<file path="config.mk">
export PLATFORM = sky130hd
export DESIGN_NAME = sram_port_arbiter_flat
export DESIGN_NICKNAME = d
export VERILOG_FILES = /design/src/rtl/greenrio_mem_pkg.sv /design/src/rtl/sram_port_arbiter_if.sv /design/src/rtl/rr_arb2.sv /design/src/rtl/sram_port_arbiter.sv /design/src/flat_wrapper.sv
export SDC_FILE = /design/constraint.sdc
export NUM_CORES = 1
export LEC_CHECK = 0
export ABC_AREA = 1
export CAP_MARGIN = 5
export CORE_AREA = 2 2 104 106
export DETAILED_ROUTE_END_ITERATION = 10
export DIE_AREA = 0 0 106 108
export DONT_BUFFER_PORTS = 1
export GPL_ROUTABILITY_DRIVEN = 0
export SLEW_MARGIN = 5
export SYNTH_ARGS = -nofsm -noshare
export SYNTH_HDL_FRONTEND = slang
export SYNTH_SLANG_ARGS = --single-unit
export TNS_END_PERCENT = 30
</file>
<file path="constraint.sdc">
create_clock -name wb_clk_i -period 4.2 [get_ports wb_clk_i]
set_clock_uncertainty 0.2 [all_clocks]
set_input_delay 0.21 -clock wb_clk_i [delete_from_list [all_inputs] [get_ports wb_clk_i]]
set_output_delay 0.21 -clock wb_clk_i [all_outputs]
set_load 0.01 [all_outputs]
</file>
<file path="src/rtl/greenrio_mem_pkg.sv">
// Shared types and constants for the greenrio SRAM port arbiter.
package greenrio_mem_pkg;
  localparam int SRAM_DW  = 32;
  localparam int SRAM_BEW = 4;

  // Owner of the SRAM data phase; steers read data to exactly one requester.
  typedef enum logic [1:0] {
    RSP_NONE,
    RSP_HOST,
    RSP_HOST_MISS,
    RSP_CORE
  } rsp_owner_e;
endpackage

</file>
<file path="src/rtl/sram_port_arbiter_if.sv">
// Bundles the Wishbone slave, core data port and SRAM macro pins of the arbiter.
interface sram_port_arbiter_if #(
  parameter int AW = 9
);
  import greenrio_mem_pkg::*;

  logic                wbs_cyc_i;
  logic                wbs_stb_i;
  logic                wbs_we_i;
  logic [SRAM_BEW-1:0] wbs_sel_i;
  logic [31:0]         wbs_adr_i;
  logic [SRAM_DW-1:0]  wbs_dat_i;
  logic                wbs_ack_o;
  logic [SRAM_DW-1:0]  wbs_dat_o;

  logic                core_req_i;
  logic                core_we_i;
  logic [SRAM_BEW-1:0] core_be_i;
  logic [AW-1:0]       core_addr_i;
  logic [SRAM_DW-1:0]  core_wdata_i;
  logic                core_gnt_o;
  logic                core_rvalid_o;
  logic [SRAM_DW-1:0]  core_rdata_o;

  logic                sram_ce_o;
  logic                sram_we_o;
  logic [SRAM_BEW-1:0] sram_be_o;
  logic [AW-1:0]       sram_addr_o;
  logic [SRAM_DW-1:0]  sram_wdata_o;
  logic [SRAM_DW-1:0]  sram_rdata_i;

  modport slave (
    input  wbs_cyc_i, wbs_stb_i, wbs_we_i, wbs_sel_i, wbs_adr_i, wbs_dat_i,
    output wbs_ack_o, wbs_dat_o,
    input  core_req_i, core_we_i, core_be_i, core_addr_i, core_wdata_i,
    output core_gnt_o, core_rvalid_o, core_rdata_o,
    output sram_ce_o, sram_we_o, sram_be_o, sram_addr_o, sram_wdata_o,
    input  sram_rdata_i
  );

  modport master (
    output wbs_cyc_i, wbs_stb_i, wbs_we_i, wbs_sel_i, wbs_adr_i, wbs_dat_i,
    input  wbs_ack_o, wbs_dat_o,
    output core_req_i, core_we_i, core_be_i, core_addr_i, core_wdata_i,
    input  core_gnt_o, core_rvalid_o, core_rdata_o,
    input  sram_ce_o, sram_we_o, sram_be_o, sram_addr_o, sram_wdata_o,
    output sram_rdata_i
  );
endinterface

</file>
<file path="src/rtl/rr_arb2.sv">
// Two-input round-robin arbiter; req[0] = host, req[1] = core.
module rr_arb2 (
  input  logic       clk,
  input  logic       rst,
  input  logic [1:0] req,
  output logic [1:0] gnt
);
  logic last_q;  // 1 when the core won most recently

  always_comb begin
    gnt = req;
    if (req == 2'b11) gnt = last_q ? 2'b01 : 2'b10;
  end

  always_ff @(posedge clk or posedge rst) begin
    if (rst) begin
      last_q <= 1'b1;
    end else if (|gnt) begin
      last_q <= gnt[1];
    end
  end
endmodule

</file>
<file path="src/rtl/sram_port_arbiter.sv">
// Shares one single-port SRAM between the Wishbone host port and the core data port.
module sram_port_arbiter
  import greenrio_mem_pkg::*;
#(
  parameter int          AW      = 9,
  parameter logic [31:0] WB_BASE = 32'h3000_0000,
  parameter logic [31:0] WB_MASK = 32'hFFFF_F800
) (
  input logic                wb_clk_i,
  input logic                wb_rst_i,
  sram_port_arbiter_if.slave bus
);
  logic       host_hit;
  logic       host_req;
  logic       host_miss;
  logic [1:0] req;
  logic [1:0] gnt;
  logic       host_gnt;
  logic       core_gnt;
  logic       ack_q;
  logic       rd_q;
  rsp_owner_e rsp_q;

  // The ack cycle masks the still-asserted strobe so a transfer is issued once.
  assign host_hit  = (bus.wbs_adr_i & WB_MASK) == WB_BASE;
  assign host_req  = bus.wbs_cyc_i & bus.wbs_stb_i & host_hit & ~ack_q;
  assign host_miss = bus.wbs_cyc_i & bus.wbs_stb_i & ~host_hit & ~ack_q;
  assign req       = {bus.core_req_i, host_req};

  rr_arb2 u_arb (
    .clk (wb_clk_i),
    .rst (wb_rst_i),
    .req (req),
    .gnt (gnt)
  );

  assign host_gnt       = gnt[0];
  assign core_gnt       = gnt[1];
  assign bus.core_gnt_o = core_gnt;

  // Address phase: drive the macro from whichever side won this cycle.
  always_comb begin
    bus.sram_ce_o    = host_gnt | core_gnt;
    bus.sram_we_o    = 1'b0;
    bus.sram_be_o    = '0;
    bus.sram_addr_o  = '0;
    bus.sram_wdata_o = '0;
    if (host_gnt) begin
      bus.sram_we_o    = bus.wbs_we_i;
      bus.sram_be_o    = bus.wbs_we_i ? bus.wbs_sel_i : 4'hF;
      bus.sram_addr_o  = bus.wbs_adr_i[AW+1:2];
      bus.sram_wdata_o = bus.wbs_dat_i;
    end else if (core_gnt) begin
      bus.sram_we_o    = bus.core_we_i;
      bus.sram_be_o    = bus.core_we_i ? bus.core_be_i : 4'hF;
      bus.sram_addr_o  = bus.core_addr_i;
      bus.sram_wdata_o = bus.core_wdata_i;
    end
  end

  // Data phase: record who owns the response returned next cycle.
  always_ff @(posedge wb_clk_i or posedge wb_rst_i) begin
    if (wb_rst_i) begin
      ack_q <= 1'b0;
      rd_q  <= 1'b0;
      rsp_q <= RSP_NONE;
    end else begin
      ack_q <= host_gnt | host_miss;
      rd_q  <= (host_gnt & ~bus.wbs_we_i) | (core_gnt & ~bus.core_we_i);
      if (core_gnt)       rsp_q <= RSP_CORE;
      else if (host_gnt)  rsp_q <= RSP_HOST;
      else if (host_miss) rsp_q <= RSP_HOST_MISS;
      else                rsp_q <= RSP_NONE;
    end
  end

  // A miss acks alongside a core response, so ack is kept apart from rsp_q.
  assign bus.wbs_ack_o     = ack_q;
  assign bus.wbs_dat_o     = (rsp_q == RSP_HOST && rd_q) ? bus.sram_rdata_i : '0;
  assign bus.core_rvalid_o = (rsp_q == RSP_CORE);
  assign bus.core_rdata_o  = (rsp_q == RSP_CORE && rd_q) ? bus.sram_rdata_i : '0;
endmodule

</file>
<file path="src/flat_wrapper.sv">
// flat-port wrapper written by rule: the top's interface ports become plain ports
module sram_port_arbiter_flat import greenrio_mem_pkg::*;
#(
  parameter int          AW      = 9,
  parameter logic [31:0] WB_BASE = 32'h3000_0000,
  parameter logic [31:0] WB_MASK = 32'hFFFF_F800
)
  (wb_clk_i, wb_rst_i, bus_wbs_cyc_i, bus_wbs_stb_i, bus_wbs_we_i, bus_wbs_sel_i, bus_wbs_adr_i, bus_wbs_dat_i, bus_wbs_ack_o, bus_wbs_dat_o, bus_core_req_i, bus_core_we_i, bus_core_be_i, bus_core_addr_i, bus_core_wdata_i, bus_core_gnt_o, bus_core_rvalid_o, bus_core_rdata_o, bus_sram_ce_o, bus_sram_we_o, bus_sram_be_o, bus_sram_addr_o, bus_sram_wdata_o, bus_sram_rdata_i);
  sram_port_arbiter_if #(.AW(AW)) bus_i ();
  input logic wb_clk_i;
  input logic wb_rst_i;
  input wire logic [$bits(bus_i.wbs_cyc_i)-1:0] bus_wbs_cyc_i;
  input wire logic [$bits(bus_i.wbs_stb_i)-1:0] bus_wbs_stb_i;
  input wire logic [$bits(bus_i.wbs_we_i)-1:0] bus_wbs_we_i;
  input wire logic [$bits(bus_i.wbs_sel_i)-1:0] bus_wbs_sel_i;
  input wire logic [$bits(bus_i.wbs_adr_i)-1:0] bus_wbs_adr_i;
  input wire logic [$bits(bus_i.wbs_dat_i)-1:0] bus_wbs_dat_i;
  output wire logic [$bits(bus_i.wbs_ack_o)-1:0] bus_wbs_ack_o;
  output wire logic [$bits(bus_i.wbs_dat_o)-1:0] bus_wbs_dat_o;
  input wire logic [$bits(bus_i.core_req_i)-1:0] bus_core_req_i;
  input wire logic [$bits(bus_i.core_we_i)-1:0] bus_core_we_i;
  input wire logic [$bits(bus_i.core_be_i)-1:0] bus_core_be_i;
  input wire logic [$bits(bus_i.core_addr_i)-1:0] bus_core_addr_i;
  input wire logic [$bits(bus_i.core_wdata_i)-1:0] bus_core_wdata_i;
  output wire logic [$bits(bus_i.core_gnt_o)-1:0] bus_core_gnt_o;
  output wire logic [$bits(bus_i.core_rvalid_o)-1:0] bus_core_rvalid_o;
  output wire logic [$bits(bus_i.core_rdata_o)-1:0] bus_core_rdata_o;
  output wire logic [$bits(bus_i.sram_ce_o)-1:0] bus_sram_ce_o;
  output wire logic [$bits(bus_i.sram_we_o)-1:0] bus_sram_we_o;
  output wire logic [$bits(bus_i.sram_be_o)-1:0] bus_sram_be_o;
  output wire logic [$bits(bus_i.sram_addr_o)-1:0] bus_sram_addr_o;
  output wire logic [$bits(bus_i.sram_wdata_o)-1:0] bus_sram_wdata_o;
  input wire logic [$bits(bus_i.sram_rdata_i)-1:0] bus_sram_rdata_i;
  assign bus_i.wbs_cyc_i = bus_wbs_cyc_i;
  assign bus_i.wbs_stb_i = bus_wbs_stb_i;
  assign bus_i.wbs_we_i = bus_wbs_we_i;
  assign bus_i.wbs_sel_i = bus_wbs_sel_i;
  assign bus_i.wbs_adr_i = bus_wbs_adr_i;
  assign bus_i.wbs_dat_i = bus_wbs_dat_i;
  assign bus_wbs_ack_o = bus_i.wbs_ack_o;
  assign bus_wbs_dat_o = bus_i.wbs_dat_o;
  assign bus_i.core_req_i = bus_core_req_i;
  assign bus_i.core_we_i = bus_core_we_i;
  assign bus_i.core_be_i = bus_core_be_i;
  assign bus_i.core_addr_i = bus_core_addr_i;
  assign bus_i.core_wdata_i = bus_core_wdata_i;
  assign bus_core_gnt_o = bus_i.core_gnt_o;
  assign bus_core_rvalid_o = bus_i.core_rvalid_o;
  assign bus_core_rdata_o = bus_i.core_rdata_o;
  assign bus_sram_ce_o = bus_i.sram_ce_o;
  assign bus_sram_we_o = bus_i.sram_we_o;
  assign bus_sram_be_o = bus_i.sram_be_o;
  assign bus_sram_addr_o = bus_i.sram_addr_o;
  assign bus_sram_wdata_o = bus_i.sram_wdata_o;
  assign bus_i.sram_rdata_i = bus_sram_rdata_i;
  sram_port_arbiter #(.AW(AW), .WB_BASE(WB_BASE), .WB_MASK(WB_MASK)) u_core (.wb_clk_i(wb_clk_i), .wb_rst_i(wb_rst_i), .bus(bus_i));
endmodule
</file>
==> results by group <==
GRT
  – Antenna violations before repair: 0
  – First-pass GRT wire length: 9.59 mm
  – GRT Overall Usage: 0.110
  – Largest net degree at the start of global routing: 50
  – Number of global-route vias before repair: 1754
  – Total gr overflow: 0

Power
  – Sw Share: 0.399
  – Max rail drop VDD: 0.0617 mV
  – Clock network fraction of total power: 0.364
  – Total net switching power: 0.0971 mW
  – Overall power: 0.243 mW
  – Pwr Density: 137 nW/um^2
  – Lkg Pwr: 1.02 nW
  – Comb pwr share: 0.411
  – Internal: 0.146 mW
  – Reg power frac: 0.225

Floorplanning
  – Die area: 11400 um^2
  – Initial Util: 0.164
  – Row count: 37
  – Die Y: 108 um
  – Top Ports: 266
  – Core area: 10200 um^2
  – DIE WIDTH: 106 um

Clocking
  – Htree depth: 1
  – Clock Sink Count: 5
  – CTS Buf Count: 3
  – Worst skew pair latency: 0.22 ns
  – TritonCTS clock tree: done
  – CTS max path bufs: 2
  – Clk root buf: clkbuf_8
  – Clock transition at the registers of the reported paths: 0.03 ns
  – Post-cts gate resize count: 0

Worst setup path
  – Worst setup EP type: output pin
  – Worst-path cell chain: nor3b_4, nand4_2, buf_4, nand3_1, nand2_1
  – Setup CP Type: reg -> out
  – Worst path max stage delay: 0.61 ns
  – CP arrival: 2.47 ns
  – CP Data Required Time: 3.79 ns
  – Crit path max-delay family: simple AND/OR/NAND/NOR gates
  – Slowest cell on crit path: nand4_2
  – CP startpoint kind: register
  – CP Buf/Inv Count: 1
  – Crit-path max FO: 30

Logic synthesis
  – Syn_nets: 493
  – Post-Syn Instances: 341
  – Synth Warn #: 0
  – Yosys cell types: 19
  – Syn Area/Cell: 4.94 um^2
  – Flip-flop and latch count after synthesis: 5
  – Sequential area share after synthesis: 0.0751
  – Cell Area, Synth: 1680 um^2

STA
  – Final WS setup: 1.32 ns
  – Final setup fails: 0
  – Fmax: 347 MHz
  – Total negative slack: 0 ns
  – Slew @ Worst Pin: 1.20 ns
  – Slew HR: 0.201
  – Final hold vios: 0
  – Minimum period implied by the final worst setup slack: 2.88 ns
  – Post-route clock period utilization: 0.686
  – Final-report max-slew violation count: 0
  – RSZ-0062 raised after global routing: no
  – WHS: 0.0407 ns

Hold path
  – HP Class: in -> reg

Final layout
  – Layout area overhead: 5.35%
  – Layout cells sized above 1: 0.0901
  – Ant diodes: 0
  – Final core occ: 0.173
  – Post-layout nets: 475
  – Register area: 126 um^2
  – Area of the multi-input gates: 1210 um^2
  – Layout filler cell count: 1228

Run
  – Max-cap violations: 0

Route
  – ANT nets after route: 0
  – DR iter-0 viols: 84
  – Vias per inst: 4.59
  – 1st-pass router iterations: 4
  – Via Count: 2100
  – Final wirelength: 7.16 mm
  – Avg WL per Cell: 15.6 um
  – # DRC: 0

Placed design
  – Hpwl dp: 6.08 mm
  – Pre-CTS WS: 1.53 ns
  – Port bufs: 0

Outcome
  – Outcome: finished clean
layer usage:
metal	share of wire	routed length [um]	vias to the layer above	GRT usage
met2	0.54	3880	169	0.223
met3	0.082	590	2	0.0139
met5	0	0	-	0
li1	-	-	1018	-
met1	0.37	2640	911	0.118
met4	0.0073	52	0	0.0310
path summary, 6_finish.rpt:
check | start | endpoint | slack (ns) | cells after the start
max | u_core.bus.wbs_ack_o | bus_sram_addr_o[2] | 1.32 | 5
min | bus_core_req_i | u_core.rsp_q[0] | 0.04 | 2
max reg2reg | u_core.bus.wbs_ack_o | u_core.rsp_q[1] | 1.98 | 4
min reg2reg | u_core.u_arb.last_q | u_core.u_arb.last_q | 0.28 | 2
max in group asynchronous | wb_rst_i | u_core.u_arb.last_q | 3.42 | 2
min in group asynchronous | wb_rst_i | u_core.rsp_q[0] | 0.15 | 2
cells in the final DEF (no fill, tap or decap):
| cell | n |
|---|---|
| buf_4 | 1 |
| clkbuf_1 | 1 |
| clkbuf_8 | 3 |
| dfrtp_1 | 4 |
| dfstp_2 | 1 |
| dlygate4sd3_1 | 2 |
| inv_1 | 49 |
| inv_2 | 2 |
| nand2_1 | 66 |
| nand3_1 | 84 |
| nand3_2 | 10 |
| nand3b_1 | 1 |
| nand4_1 | 6 |
| nand4_2 | 1 |
| nor2_1 | 80 |
| nor2_4 | 1 |
| nor3b_4 | 1 |
| or2_2 | 9 |
area by class of cell:
cell class              count  area share
flip-flops and latches      5      0.0713
inverters                  51       0.108
multi-input cells         259       0.684
clock buffers               4      0.0254
repair buffers              3      0.0155
well taps                 136      0.0960
per-stage QoR:
stage / std cells / area, um^2
after floorplan: 341 / 1680
after global placement: 452 / 1710
after detailed placement: 452 / 1710
after CTS: 458 / 1770
after global routing: 458 / 1770
final: 458 / 1770
flip-flops by register name, indices dropped and copies added, names as in the netlist:
register and flops:
u_core.bus.wbs_ack_o 1, u_core.rd_q 1, u_core.rsp_q 2, u_core.u_arb.last_q 1
power groups by stage:
stage               logic, mW  registers [mW]  clock network (mW)
floorplan              0.0909          0.0546                   0
CTS                     0.102          0.0548              0.0910
global placement       0.0985          0.0552                   0
finish                  0.100          0.0547              0.0884
global route            0.113          0.0553              0.0924
detailed placement      0.100          0.0554                   0
synth_stat cells (all sizes together):
library cell	number	area, um^2
buf	12	100
clkbuf	14	52.6
dfrtp	4	100
dfstp	1	26.3
inv	51	191
nand2	66	248
nand3	94	521
nand3b	1	7.51
nand4	7	50.1
nor2	81	312
nor3b	1	18.8
or2	9	56.3
logic make-up after synthesis:
family / share of synthesized area
and+or+nand+nor: 0.720
buffers and inverters: 0.204
DFF: 0.0751
repair_timing:
item,in CTS,in global routing
hold buffers,2,0
endpoints found under the hold margin,7,0
setup buffers,0,0
No activity file was read; power rests on OpenSTA's default activity.
